[config.mk]
export PLATFORM = sky130hd
export DESIGN_NAME = instr_sequencer
export DESIGN_NICKNAME = d
export VERILOG_FILES = /design/src/rtl/proc_pkg.sv /design/src/rtl/seq_decode.sv /design/src/rtl/instr_sequencer.sv
export SDC_FILE = /design/constraint.sdc
export NUM_CORES = 1
export LEC_CHECK = 0
export CAP_MARGIN = 5
export CORE_MARGIN = 5
export CORE_UTILIZATION = 31
export CTS_CLUSTER_SIZE = 40
export DETAILED_ROUTE_END_ITERATION = 7
export PLACE_DENSITY = 0.68
export SLEW_MARGIN = 20
export SYNTH_ARGS = -nofsm -noshare
export SYNTH_HDL_FRONTEND = slang
export SYNTH_SLANG_ARGS = --single-unit
[constraint.sdc]
create_clock -name Clock -period 2.1 [get_ports Clock]
set_input_delay 0.525 -clock Clock [delete_from_list [all_inputs] [get_ports Clock]]
set_output_delay 0.525 -clock Clock [all_outputs]
set_load 0.05 [all_outputs]
[src/rtl/proc_pkg.sv]
// Shared definitions for the 16-bit processor: opcodes, bus source codes,
// sequencer state encoding and the decoded strobe bundle.
package proc_pkg;

  localparam logic [2:0] OP_MV   = 3'd0;
  localparam logic [2:0] OP_MVI  = 3'd1;
  localparam logic [2:0] OP_ADD  = 3'd2;
  localparam logic [2:0] OP_SUB  = 3'd3;
  localparam logic [2:0] OP_LD   = 3'd4;
  localparam logic [2:0] OP_ST   = 3'd5;
  localparam logic [2:0] OP_MVNZ = 3'd6;
  localparam logic [2:0] OP_JMP  = 3'd7;

  // Codes 0..7 select R0..R7 directly.
  localparam logic [3:0] SEL_G   = 4'd8;
  localparam logic [3:0] SEL_DIN = 4'd9;
  localparam logic [3:0] SEL_PC  = 4'd10;

  typedef enum logic [2:0] {
    S_IDLE   = 3'd0,
    S_F_ADDR = 3'd1,
    S_F_WAIT = 3'd2,
    S_F_LOAD = 3'd3,
    S_EX1    = 3'd4,
    S_EX2    = 3'd5,
    S_EX3    = 3'd6
  } state_t;

  typedef struct packed {
    logic [3:0] bus_sel;
    logic       r_we;
    logic [2:0] r_idx;
    logic       a_in;
    logic       g_in;
    logic       alu_sub;
    logic       addr_in;
    logic       dout_in;
    logic       w_d;
    logic       pc_incr;
    logic       pc_in;
    logic       done;
  } strobes_t;

endpackage

[src/rtl/seq_decode.sv]
// Combinational strobe decode from the registered sequencer state and the
// control bits of the instruction register.
module seq_decode
  import proc_pkg::*;
(
  input  state_t     state,
  input  logic [8:0] ir_ctl,
  input  logic       g_nz,
  output strobes_t   strb
);

  logic [2:0] op;
  logic [2:0] x;
  logic [2:0] y;

  assign op = ir_ctl[8:6];
  assign x  = ir_ctl[5:3];
  assign y  = ir_ctl[2:0];

  always_comb begin
    strb = '0;
    case (state)
      S_F_ADDR: begin
        strb.bus_sel = SEL_PC;
        strb.addr_in = 1'b1;
        strb.pc_incr = 1'b1;
      end
      S_EX1: begin
        case (op)
          OP_MV: begin
            strb.bus_sel = {1'b0, y};
            strb.r_we    = 1'b1;
            strb.r_idx   = x;
            strb.done    = 1'b1;
          end
          OP_MVI: begin
            strb.bus_sel = SEL_PC;
            strb.addr_in = 1'b1;
            strb.pc_incr = 1'b1;
          end
          OP_ADD, OP_SUB: begin
            strb.bus_sel = {1'b0, x};
            strb.a_in    = 1'b1;
          end
          OP_LD, OP_ST: begin
            strb.bus_sel = {1'b0, y};
            strb.addr_in = 1'b1;
          end
          OP_MVNZ: begin
            // The instruction completes whether or not the move happens.
            strb.bus_sel = {1'b0, y};
            strb.r_we    = g_nz;
            strb.r_idx   = x;
            strb.done    = 1'b1;
          end
          default: begin
            strb.bus_sel = {1'b0, y};
            strb.pc_in   = 1'b1;
            strb.done    = 1'b1;
          end
        endcase
      end
      S_EX2: begin
        case (op)
          OP_ADD, OP_SUB: begin
            strb.bus_sel = {1'b0, y};
            strb.g_in    = 1'b1;
            strb.alu_sub = op[0];
          end
          OP_ST: begin
            strb.bus_sel = {1'b0, x};
            strb.dout_in = 1'b1;
            strb.w_d     = 1'b1;
            strb.done    = 1'b1;
          end
          default: ;
        endcase
      end
      S_EX3: begin
        case (op)
          OP_MVI, OP_LD: begin
            strb.bus_sel = SEL_DIN;
            strb.r_we    = 1'b1;
            strb.r_idx   = x;
            strb.done    = 1'b1;
          end
          OP_ADD, OP_SUB: begin
            strb.bus_sel = SEL_G;
            strb.r_we    = 1'b1;
            strb.r_idx   = x;
            strb.done    = 1'b1;
          end
          default: ;
        endcase
      end
      default: ;
    endcase
  end

endmodule

[src/rtl/instr_sequencer.sv]
// Multi-cycle control unit: fetch through PC/address register, hold the
// instruction in IR, and issue every datapath strobe.
module instr_sequencer
  import proc_pkg::*;
#(
  parameter int NREGS = 8
) (
  input  logic             Clock,
  input  logic             Resetn,
  input  logic             Run,
  input  logic [15:0]      DIN,
  input  logic             G_nz,
  output logic [3:0]       bus_sel,
  output logic [NREGS-1:0] R_in,
  output logic             A_in,
  output logic             G_in,
  output logic             alu_sub,
  output logic             addr_in,
  output logic             dout_in,
  output logic             W_D,
  output logic             pc_incr,
  output logic             pc_in,
  output logic [15:0]      IR,
  output logic             Done,
  output logic [2:0]       dbg_state
);

  state_t   state;
  state_t   state_nxt;
  strobes_t strb;

  always_ff @(posedge Clock) begin
    if (!Resetn) begin
      state <= S_IDLE;
      IR    <= '0;
    end else begin
      state <= state_nxt;
      if (state == S_F_LOAD) IR <= DIN;
    end
  end

  // Run only matters when idle or on the Done cycle of an instruction.
  always_comb begin
    state_nxt = S_IDLE;
    case (state)
      S_IDLE:   state_nxt = Run ? S_F_ADDR : S_IDLE;
      S_F_ADDR: state_nxt = S_F_WAIT;
      S_F_WAIT: state_nxt = S_F_LOAD;
      S_F_LOAD: state_nxt = S_EX1;
      S_EX1:    state_nxt = strb.done ? (Run ? S_F_ADDR : S_IDLE) : S_EX2;
      S_EX2:    state_nxt = strb.done ? (Run ? S_F_ADDR : S_IDLE) : S_EX3;
      S_EX3:    state_nxt = Run ? S_F_ADDR : S_IDLE;
      default:  state_nxt = S_IDLE;
    endcase
  end

  seq_decode u_decode (
    .state  (state),
    .ir_ctl (IR[15:7]),
    .g_nz   (G_nz),
    .strb   (strb)
  );

  always_comb begin
    bus_sel = strb.bus_sel;
    A_in    = strb.a_in;
    G_in    = strb.g_in;
    alu_sub = strb.alu_sub;
    addr_in = strb.addr_in;
    dout_in = strb.dout_in;
    W_D     = strb.w_d;
    pc_incr = strb.pc_incr;
    pc_in   = strb.pc_in;
    Done    = strb.done;
    for (int i = 0; i < NREGS; i++) begin
      R_in[i] = strb.r_we && (32'(strb.r_idx) == i);
    end
  end

  assign dbg_state = state;

endmodule
Yosys cells after proc, flatten, opt, wreduce, memory -nomap -nowiden. Index checks and enable logic that the tools add are counted.

Equal/unequal tests: 19. Mux-type cells: 26. Reduce and logical (&&, ||, !) cells: 18.

Operators by type and width (count): 3-bit equality test, second input constant (10); 4-bit case mux with 2 select lines (3); 3-bit by 2-bit equality test with 1-bit output, second input constant (6); 3-bit case mux with 6 select lines (1); 4-bit case mux with 4 select lines (1); 8-bit case mux with 2 select lines (1); 1-bit 2-to-1 mux (10); 3-bit by 1-bit equality test with 1-bit output, second input constant (3); 3-bit zero test (3); 1-bit logical AND (8); 2-bit 2-to-1 mux (4); 7-bit OR reduction (1); 3-bit 2-to-1 mux (2); 3-bit case mux with 2 select lines (1); 2-bit OR reduction (3); 5-bit OR reduction (1); 1-bit case mux with 2 select lines (2); 4-bit OR reduction (1); 1-bit case mux with 3 select lines (1); 3-bit OR reduction (1).

Register bits after elaboration: 19. Logic and storage cells: 65.

Logic depth before layout (Yosys ltp).
Word-level depth: 6. Mapped depth: 6. Gate-level depth less buffers: 4.

Cells and area by module. A second synthesis with hierarchy kept.

Cell total of the unflattened synthesis: 169. Area total of the unflattened synthesis: 1247.4 um^2.

By module, submodules not included: instr_sequencer (times used 1, cells each 101, area an instance 797.0 um^2, sequential area each 380.4 um^2); seq_decode (times used 1, cells each 68, area an instance 450.4 um^2, sequential area each 0.0 um^2).

Worst setup path before layout. No wires, ideal clock.

Kind: register to output. Start point: register state[1], in the netlist dbg_state[1]. End point: output R_in[0]. Data arrival time: 2992 ps. Setup slack: -1417 ps. Stages on the path, launching flop included: 6. Buffers on the path: 1. Cell sequence: dfxtp_1 > buf_4 > or3b_4 > a31oi_4 > o21ai_2 > nor4_1.

Word-level cells in the longest chain between the ends: 4.

Ends and longest elaborated chain: from (decl) (RTL line instr_sequencer.sv:28) `state_t state;`; from (signal assigned) (RTL line instr_sequencer.sv:37) `state <= state_nxt;`; 3-bit equality test (RTL line seq_decode.sv:22) `case (state)`; 4-bit case mux with 2 select lines * (RTL line seq_decode.sv:22); 3-bit zero test (RTL line instr_sequencer.sv:76) `R_in[i] = strb.r_we && (32'(strb.r_idx) == i);`; 1-bit logical AND * (RTL line instr_sequencer.sv:76); to (decl) (RTL line instr_sequencer.sv:14) `output logic [NREGS-1:0] R_in,`.

Every way passes the cells marked *; elsewhere a longest branch is shown, timed or not.

Final worst setup path.
Start point: register state[1], in the netlist dbg_state[1]. End point: output R_in[4].

Word-level cells in the longest chain between the ends: 4.

Ends and longest elaborated chain (RTL line): 3-bit equality test (seq_decode.sv:22); 4-bit case mux with 2 select lines * (seq_decode.sv:22); 3-bit equality test (instr_sequencer.sv:76); 1-bit logical AND * (instr_sequencer.sv:76).

Marks and branches as above.

==> impl_metrics.yaml <==
run_status:
  status: "complete, but fails checks"
  violations: "negative setup slack"
setup_path:
  cp.required_ns: 1.57
  r2r_end: "IR[8]$_SDFFE_PN0P_"
  crit_path_start_kind: "flip-flop"
  reg2reg_depth: 4
  critPathMaxFanout: 4
  reg2reg_from: "dbg_state[0]$_SDFF_PN0_"
  critPathBufInv: 1
  crit_path_end_kind: "output port"
  arrival_ns: 1.77
  reg2reg_slack_ns: 0.44
  crit_chain: "or3b_4 > a31oi_4 > o211ai_4 > nor3_4 > buf_12"
  critical-path-top-delay-family: "simple AND/OR/NAND/NOR gates"
  cp_slowest_cell: "or3b_4"
  max_stage_delay_ns: 0.39
  critPathKind: "reg -> out"
clocking:
  cts_buffers: 3
  worstSkewPairLatency_ns: 0.25
  ctsHoldBuffers: 0
  path_clk_slew_ns: 0.08
  clk_root_buffer_cell: "clkbuf_8"
  cts.sinks: 19
  htreeDepth: 1
  ctsLongestPathBuffers: 2
  cts_tree: "yes"
global_routing:
  antenna_found_initial: 0
  grt_pass1_vias: 1347
  grt_pass1_wl_um: 6290
  grt_max_degree: 21
  grt-ovfl-total: 0
  gr-usage-all-layers_pct: 14.6
synthesis:
  avgSynthCellArea_sq_um: 7.39
  yosysUniqueCellTypes: 38
  synth_seq_cells: 19
  async_reset_ff_share_pct: 0
  syn_inst: 166
  synth.net_count: 186
  ys_warn_count: 0
  synth_edf_count: 0
  yosysSeqAreaShare_pct: 31.0
  netlist_area_sq_um: 1230
  synthFlopType: "dfxtp_1"
sta:
  skew_ns: 0.0120
  hold_viol_final: 0
  rsz0062_at_grt: "true"
  finalSetupViolCount: 14
  fmax_mhz: 435
  finalSetupTns_ns: -1.75
  finalCritPeriodShare_pct: 109
  finalMaxSlewViolations: 0
  finalCriticalPeriod_ns: 2.30
  setup_ws_ns: -0.199
  maxSlewHeadroom_pct: 60.7
  tightest_slew_ns: 0.588
power:
  p_leak_nw: 0.931
  p_seq_share_pct: 37.4
  p_switching_mw: 0.375
  p_per_area_nw_per_um2: 421
  p_clk_share_pct: 22.8
  p_sw_share_pct: 34.7
  power_frac_comb_pct: 39.7
  ir_drop_v: 0.000374
  internal-power_mw: 0.706
final_layout:
  layout.cells.most_common_list: "39 x nand2_1, 28 x clkdlybuf4s50_1, 22 x buf_4, 22 x buf_12, 16 x a21boi_0"
  finalInstanceArea_sq_um: 2570
  drive_gt1_share_pct: 44.8
  final_nets: 260
  num_antenna_cells: 0
  final_common_cell: "nand2_1"
  syn_to_final_growth_pct: 109
drt:
  drt_iter0_markers: 78
  first_pass_iters: 4
  antenna_left: 0
  wire_per_inst_um: 14.4
  viasPerCell: 5.03
  vias: 1443
  routed_wl_um: 4130
  route.detailed.drc: 0
min_path:
  holdCritStartpoint: "IR[0]$_SDFFE_PN0P_"
  holdPathStages: 2
  holdCritPathClass: "reg -> reg"
  min_to: "IR[0]$_SDFFE_PN0P_"
placement:
  port_buffers: 59
  dpl.hpwl_um: 3030
  place_congestion: 0.771
  place_area_sq_um: 2230
die:
  fp.dieW_um: 72.9
  dieArea_sq_um: 5310
  boundaryPins: 60
  core_sq_um: 3740
  rows: 22
  die_height_um: 72.9
  start_util_pct: 32.8
flow_run:
  drv_cap: 0
==> metrics by stage <==
step                total power [mW]  instances  util (%)  worst slack [ns]  hold slack, ns
floorplan                      0.641        166         -            -0.331           0.633
global placement               0.774        270      59.7            -0.301           0.454
detailed placement             0.779        270      59.7            -0.301           0.462
CTS                             1.05        275      62.7            -0.236           0.472
global route                    1.14        287      68.5            -0.284           0.494
finish                          1.08        287      68.5            -0.199           0.469
==> final cells by class <==
type	instances	area [sq um]
Multi-Input combinational cell	129	1010
Timing Repair Buffer	83	1030
Sequential cell	19	402
Clock inverter	1	5.00
Fill cell	305	1180
Clock buffer	3	41.3
Tap cell	48	60.1
Inverter	4	15.0
==> Yosys cell counts (4+ instances only) <==
cell / count / share of area [%]
nand2_1: 40 / 12
dfxtp_1: 19 / 31
a21boi_0: 16 / 9.8
nor2_1: 10 / 3.1
buf_2: 9 / 3.7
nor2b_1: 7 / 3.6
nand2b_1: 6 / 3.1
nor3_1: 6 / 2.4
a21oi_1: 5 / 2.0
and2_1: 5 / 2.6
o21ai_0: 5 / 2.0
inv_1: 4 / 1.2
nand3_1: 4 / 1.6
==> power groups by stage <==
stage	combinational, mW	sequential, mW	clock [mW]
floorplan	0.185	0.455	0
global placement	0.363	0.411	0
detailed placement	0.366	0.413	0
CTS	0.390	0.404	0.255
global route	0.454	0.408	0.273
finish	0.430	0.404	0.247
==> metal layers <==
| metal | global-route usage [%] | vias to the layer above | routed length [um] |
|---|---|---|---|
| met3 | 3.72 | 2 | 294 |
| met4 | 3.07 | 0 | 14 |
| met5 | 0 | - | 0 |
| met2 | 27.1 | 48 | 2170 |
| met1 | 16.8 | 678 | 1640 |
| li1 | - | 715 | - |
==> worst max path at each step <==
| stage | from | endpoint | slack (ns) | cells past startpoint |
|---|---|---|---|---|
| 2_1_floorplan | dbg_state[1]$_SDFF_PN0_ | R_in[0] | -0.33 | 5 |
| 3_3_place_gp | G_nz | R_in[4] | -0.30 | 6 |
| 3_5_place_dp | G_nz | R_in[4] | -0.30 | 6 |
| 4_1_cts | dbg_state[1]$_SDFF_PN0_ | R_in[0] | -0.24 | 5 |
| 5_1_grt | dbg_state[1]$_SDFF_PN0_ | R_in[4] | -0.28 | 5 |
| 6_report | dbg_state[1]$_SDFF_PN0_ | R_in[4] | -0.20 | 5 |
==> sequential cells by signal, summed over array words and instances (netlist names) <==
| signal | count |
|---|---|
| IR | 16 |
| dbg_state | 3 |
==> worst register-to-register path, delay by kind of cell, from the launching register on <==
family	cells	cell delay (ns)
AO/OA/AOI/OAI	1	0.18
AND/OR/NAND/NOR	3	0.96
flip-flops	1	0.43
==> cell families (layout without fill, tap and decap cells) <==
family,after synthesis,count (layout),synth area share (%)
buf+inv,18,91,7.65
mux,2,2,1.63
compound gates,40,40,25.3
xor+xnor,1,1,0.714
flops,19,19,31.0
simple gates,86,86,33.7
==> what timing repair did <==
action | in CTS | in global routing
cloned | 0 | 1
endpoints found under the hold margin | 0 | 0
pin swaps | 3 | 14
setup endpoints to repair | 17 | 16
setup buffers | 1 | 11
resized for setup | 12 | 28
No activity file was read; power rests on OpenSTA's default activity.
==> edit 1: new RTL, config.mk and constraints unchanged <==
Put a register stage on the output `W_D`, with the module's reset. The value now appears one clock later. The other outputs are not delayed to match.
--- a/src/rtl/instr_sequencer.sv
+++ b/src/rtl/instr_sequencer.sv
@@ -26,2 +26,4 @@
 );
+
+  logic W_D_d;
 
@@ -70,3 +72,3 @@
     dout_in = strb.dout_in;
-    W_D     = strb.w_d;
+    W_D_d   = strb.w_d;
     pc_incr = strb.pc_incr;
@@ -81,2 +83,10 @@
 
+  always_ff @(posedge Clock) begin
+    if (!Resetn) begin
+      W_D <= '0;
+    end else begin
+      W_D <= W_D_d;
+    end
+  end
+
 endmodule
Check against the original RTL: not equivalent (Yosys sat finds a counterexample within 10 cycles, from zero or initial values and one cycle with Resetn low).
==> edit 1 against the unedited design <==
  * The run still ends with negative setup slack left
  * Total power is 12% lower
  * Synthesized area is 10% higher
  * Design area is 5.1% higher
  * Core utilization is 5.8 points lower
  * Die area is 8.6% higher
  * Maximum frequency is 0.15% lower
  * Routed wire length is 12% higher
  * Setup slack worse by 0.0034 ns
  * Via count is 6.0% higher
  * Sequential cell count is 1 higher
  * Largest power group is now registers
  * Highest routed layer unchanged
==> edit 1: results (changes against the unedited design) <==
route:
  wirelength_microns: 4620  # +12%
  via_per_inst: 5.00  # -0.62%
sta:
  fin_ws_ns: -0.203  # -0.00340 ns
  slew_headroom: 0.612  # +0.00495
  setup_tns_ns: -1.75  # -0.00778 ns
  holdWs_ns: 0.453  # -0.0164 ns
  skew_ns: 0.00738  # -0.00465 ns
  setup_viol: 15  # +1
global_route:
  use_met2: 0.283  # +0.0128
  grt_pass1_vias: 1565  # +16%
  gr-usage-met3: 0.0344  # -0.00283
  grt_pass1_wl_microns: 7540  # +20%
place:
  dp_hpwl_microns: 3230  # +6.7%
  place_congestion: 0.765  # -0.75%
  place_area_sq_um: 2310  # +3.6%
final_layout:
  layout-drive-gt1-share: 0.465  # +0.0169
  fin_nets: 275  # +5.8%
  finalNonFillerCells: 306  # +6.6%
run_status:
  status: "complete, but fails checks"
  violations: "negative setup slack"
setup_path:
  cp_slowest_cell: "dfxtp_4"
  critical-path-top-delay-family: "compound AO/OA/AOI/OAI gates"
  cp_max_fo: 7  # +3
  rrSetupSlack_ns: 0.46  # +0.02 ns
  rr_endpoint: "IR[1]$_SDFFE_PN0P_"
synthesis:
  synth_mux_area_frac: 0.00742  # -0.00891
  yosys-top-cells-count: "nand2_1 (35), dfxtp_1 (20), a21boi_1 (10)"
  yosysUniqueCellTypes: 49  # +29%
  syn_nets: 188  # +1.1%
  synth_xor_area_frac: 0.0130  # +0.00584
  synth_compound_area_frac: 0.287  # +0.0336
  synth_area_leaders: "dfxtp_1 (30%), nand2_1 (9.7%), a21boi_1 (5.6%)"
  ys_seq_area_frac: 0.297  # -0.0134
hold_path:
  min_to: "IR[5]$_SDFFE_PN0P_"
  hp-start: "IR[5]$_SDFFE_PN0P_"
pwr:
  peakVddDrop_mv: 0.360  # -3.7%
  power.leakage_nw: 0.980  # +5.2%
-- edit 1: changes by cell type in the layout (fill, tap and decap cells not counted), moves of 4 or more --
cell / before / now
buf_6: 7 / 19
buf_4: 22 / 35
buf_12: 22 / 13
nand2_1: 39 / 34
a21boi_0: 16 / 6
a2111oi_4: 0 / 4
a21boi_1: 0 / 10
nor3_4: 5 / 1
-- edit 1: through the flow --
stage / setup slack [ns] / util
2_1_floorplan: -0.200 / -
3_3_place_gp: -0.389 / 0.539
3_5_place_dp: -0.427 / 0.539
4_1_cts: -0.232 / 0.604
5_1_grt: -0.252 / 0.628
6_report: -0.203 / 0.628
-- edit 1: worst reg2reg max path: stages (launching register included) --
cell and delay [ns]:
dfxtp_4 0.39, buf_6 0.14, buf_6 0.10, buf_4 0.11, and3b_1 0.54, nand2_1 0.10
a21boi_0 0.18
-- edit 1: layout make-up --
cell class                 instances  area (sq um)
timing repair buffer              97          1040
inverter                           7          26.3
clock inverter                     1          3.75
tap                               52          65.1
sequential                        20           424
multi-input combinational        126          1100
fill                             375          1600
clock buffer                       3          41.3
-- edit 1: layer usage --
| metal | share of wire | routed length, microns |
|---|---|---|
| met2 | 0.52 | 2380 |
| met4 | 0.025 | 114 |
| met3 | 0.043 | 198 |
| met1 | 0.42 | 1930 |
| met5 | 0 | 0 |
-- edit 1: report_power, final --
group / internal, mW / switching, mW / leakage (nW) / total, mW
combinational: 0.146 / 0.144 / 0.790 / 0.291
clock: 0.131 / 0.133 / 0.0231 / 0.263
sequential: 0.384 / 0.0170 / 0.167 / 0.401
-- edit 1: worst max path at each step --
| stage | depth (start not counted) | endpoint | from | slack (ns) |
|---|---|---|---|---|
| 2_1_floorplan | 4 | R_in[0] | dbg_state[0]$_SDFF_PN0_ | -0.20 |
| 3_3_place_gp | 6 | R_in[0] | G_nz | -0.39 |
| 3_5_place_dp | 6 | R_in[5] | G_nz | -0.43 |
| 4_1_cts | 5 | R_in[5] | dbg_state[0]$_SDFF_PN0_ | -0.23 |
| 5_1_grt | 5 | R_in[5] | IR[14]$_SDFFE_PN0P_ | -0.25 |
| 6_report | 5 | R_in[4] | dbg_state[0]$_SDFF_PN0_ | -0.20 |
-- edit 1: cells by family (layout without fill, tap and decap cells) --
logic type                Yosys count  count (layout)
and+or+nand+nor                    75              75
AOI/OAI and AO/OA                  48              48
buffers and inverters              22             108
DFF                                20              20
xor gates and xnor gates            2               2
muxes                               1               1
-- edit 1: repair_timing --
item                                    CTS  global route
resized for setup                        29            15
setup buffers                            17             6
pin swaps                                12            14
hold endpoints to repair                  0             0
endpoints found under the setup margin   14            18
==> edit 2: new RTL, config.mk and constraints unchanged <==
Without the edit above. The parameter `NREGS` goes from 8 to 4.
--- a/src/rtl/instr_sequencer.sv
+++ b/src/rtl/instr_sequencer.sv
@@ -5,3 +5,3 @@
 #(
-  parameter int NREGS = 8
+  parameter int NREGS = 4
 ) (
Ports: changed (resized R_in); port bits go from 60 to 56. The function was not compared with the original's and may differ.
==> edit 2 against the unedited design <==
  * The run still ends with negative setup slack left
  * Design area decreased by 8.9%
  * Routed wire length increased by 1.2%
  * Total power down 1.4%
  * Sequential cell count stayed put
  * First-iteration DRC count decreased by 15%
  * Setup slack worse by 0.12 ns
  * Synthesized cell count decreased by 1.8%
  * Synthesized area decreased by 2.8%
  * Critical path type unchanged
  * Critical endpoint is now R_in[2]
  * Largest power group unchanged
==> edit 2: results (changes against the unedited design) <==
run_status:
  status: "complete, but fails checks"
  violations: "negative setup slack"
setup_path:
  cp_max_fo: 7  # +3
  critical-path-top-delay-family: "compound AO/OA/AOI/OAI gates"
  cp_slowest_cell: "dfxtp_4"
  startpoint: "IR[14]$_SDFFE_PN0P_"
  crit_arrival_ns: 1.89  # +0.12 ns
sta:
  skew_ns: 0.00320  # -0.00883 ns
  setup_viol: 9  # -5
  setup_tns_ns: -1.59  # +0.160 ns
  worst_pin_slew_ns: 0.576  # -0.0124 ns
  fin_ws_ns: -0.317  # -0.117 ns
place:
  place_congestion: 0.862  # +12%
  dp_hpwl_microns: 3180  # +5.0%
synthesis:
  synth_xor_area_frac: 0.0220  # +0.0149
  yosys-top-cells-count: "nand2_1 (38), dfxtp_1 (19), a21oi_1 (14)"
  syn_nets: 183  # -1.6%
  synth_compound_area_frac: 0.269  # +0.0156
route:
  wl_met3_microns: 313  # +6.5%
  met1_length_microns: 1650  # about the same
  drt-wirelength-per-cell_microns: 14.6  # +1.2%
  via_per_inst: 5.09  # +1.2%
global_route:
  grt_use_total: 0.166  # +0.0198
  grt_pass1_wl_microns: 7040  # +12%
final_layout:
  n_fill_cell: 321  # +5.2%
pwr:
  peakVddDrop_mv: 0.377  # +0.98%
  power.leakage_nw: 0.868  # -6.7%
edit 2: changes by cell type in the layout (fill, tap and decap cells not counted), sizes merged, moves of 3 or more:
cell and delta:
a21boi -10, a21oi +9, buf +4, nor2b -3
edit 2: path summary, 6_finish.rpt:
| check | end | slack, ns |
|---|---|---|
| worst max-delay path | R_in[2] | -0.32 |
| worst min-delay path | IR[5]$_SDFFE_PN0P_ | 0.46 |
| worst max register to register | IR[15]$_SDFFE_PN0P_ | 0.46 |
| worst min register to register | IR[5]$_SDFFE_PN0P_ | 0.46 |
edit 2: cell type report:
type / instances / area [sq um] / share of cell area
clock inverters: 1 / 5.00 / 0.00214
repair buffers: 85 / 932 / 0.399
clock buffers: 3 / 41.3 / 0.0177
flip-flops and latches: 19 / 400 / 0.171
inverters: 5 / 18.8 / 0.00803
multi-input cells: 126 / 880 / 0.376
well taps: 48 / 60.1 / 0.0257
edit 2: layer usage:
| layer | track usage | vias to the layer above |
|---|---|---|
| li1 | - | 718 |
| met1 | 0.186 | 687 |
| met2 | 0.307 | 51 |
| met3 | 0.0429 | 4 |
| met4 | 0.0480 | 0 |
| met5 | 0 | - |
edit 2: timing repair:
item,in CTS,in global routing
hold buffers,0,0
endpoints found under the setup margin,11,13
buffers inserted,6,5
resized for setup,13,9
pin swaps,6,9
edit 2: kinds of logic (layout without fill, tap and decap cells):
kind of cell	Yosys count	after routing
and+or+nand+nor	75	75
AOI/OAI and AO/OA	47	47
DFF	19	19
buffers and inverters	18	94
xor gates and xnor gates	3	3
muxes	1	1
edit 2: power by group:
group          total [mW]  internal, mW  leakage (nW)  switching (mW)
Clock               0.254         0.132        0.0255           0.122
Sequential          0.400         0.375         0.158          0.0245
Combinational       0.412         0.192         0.685           0.220
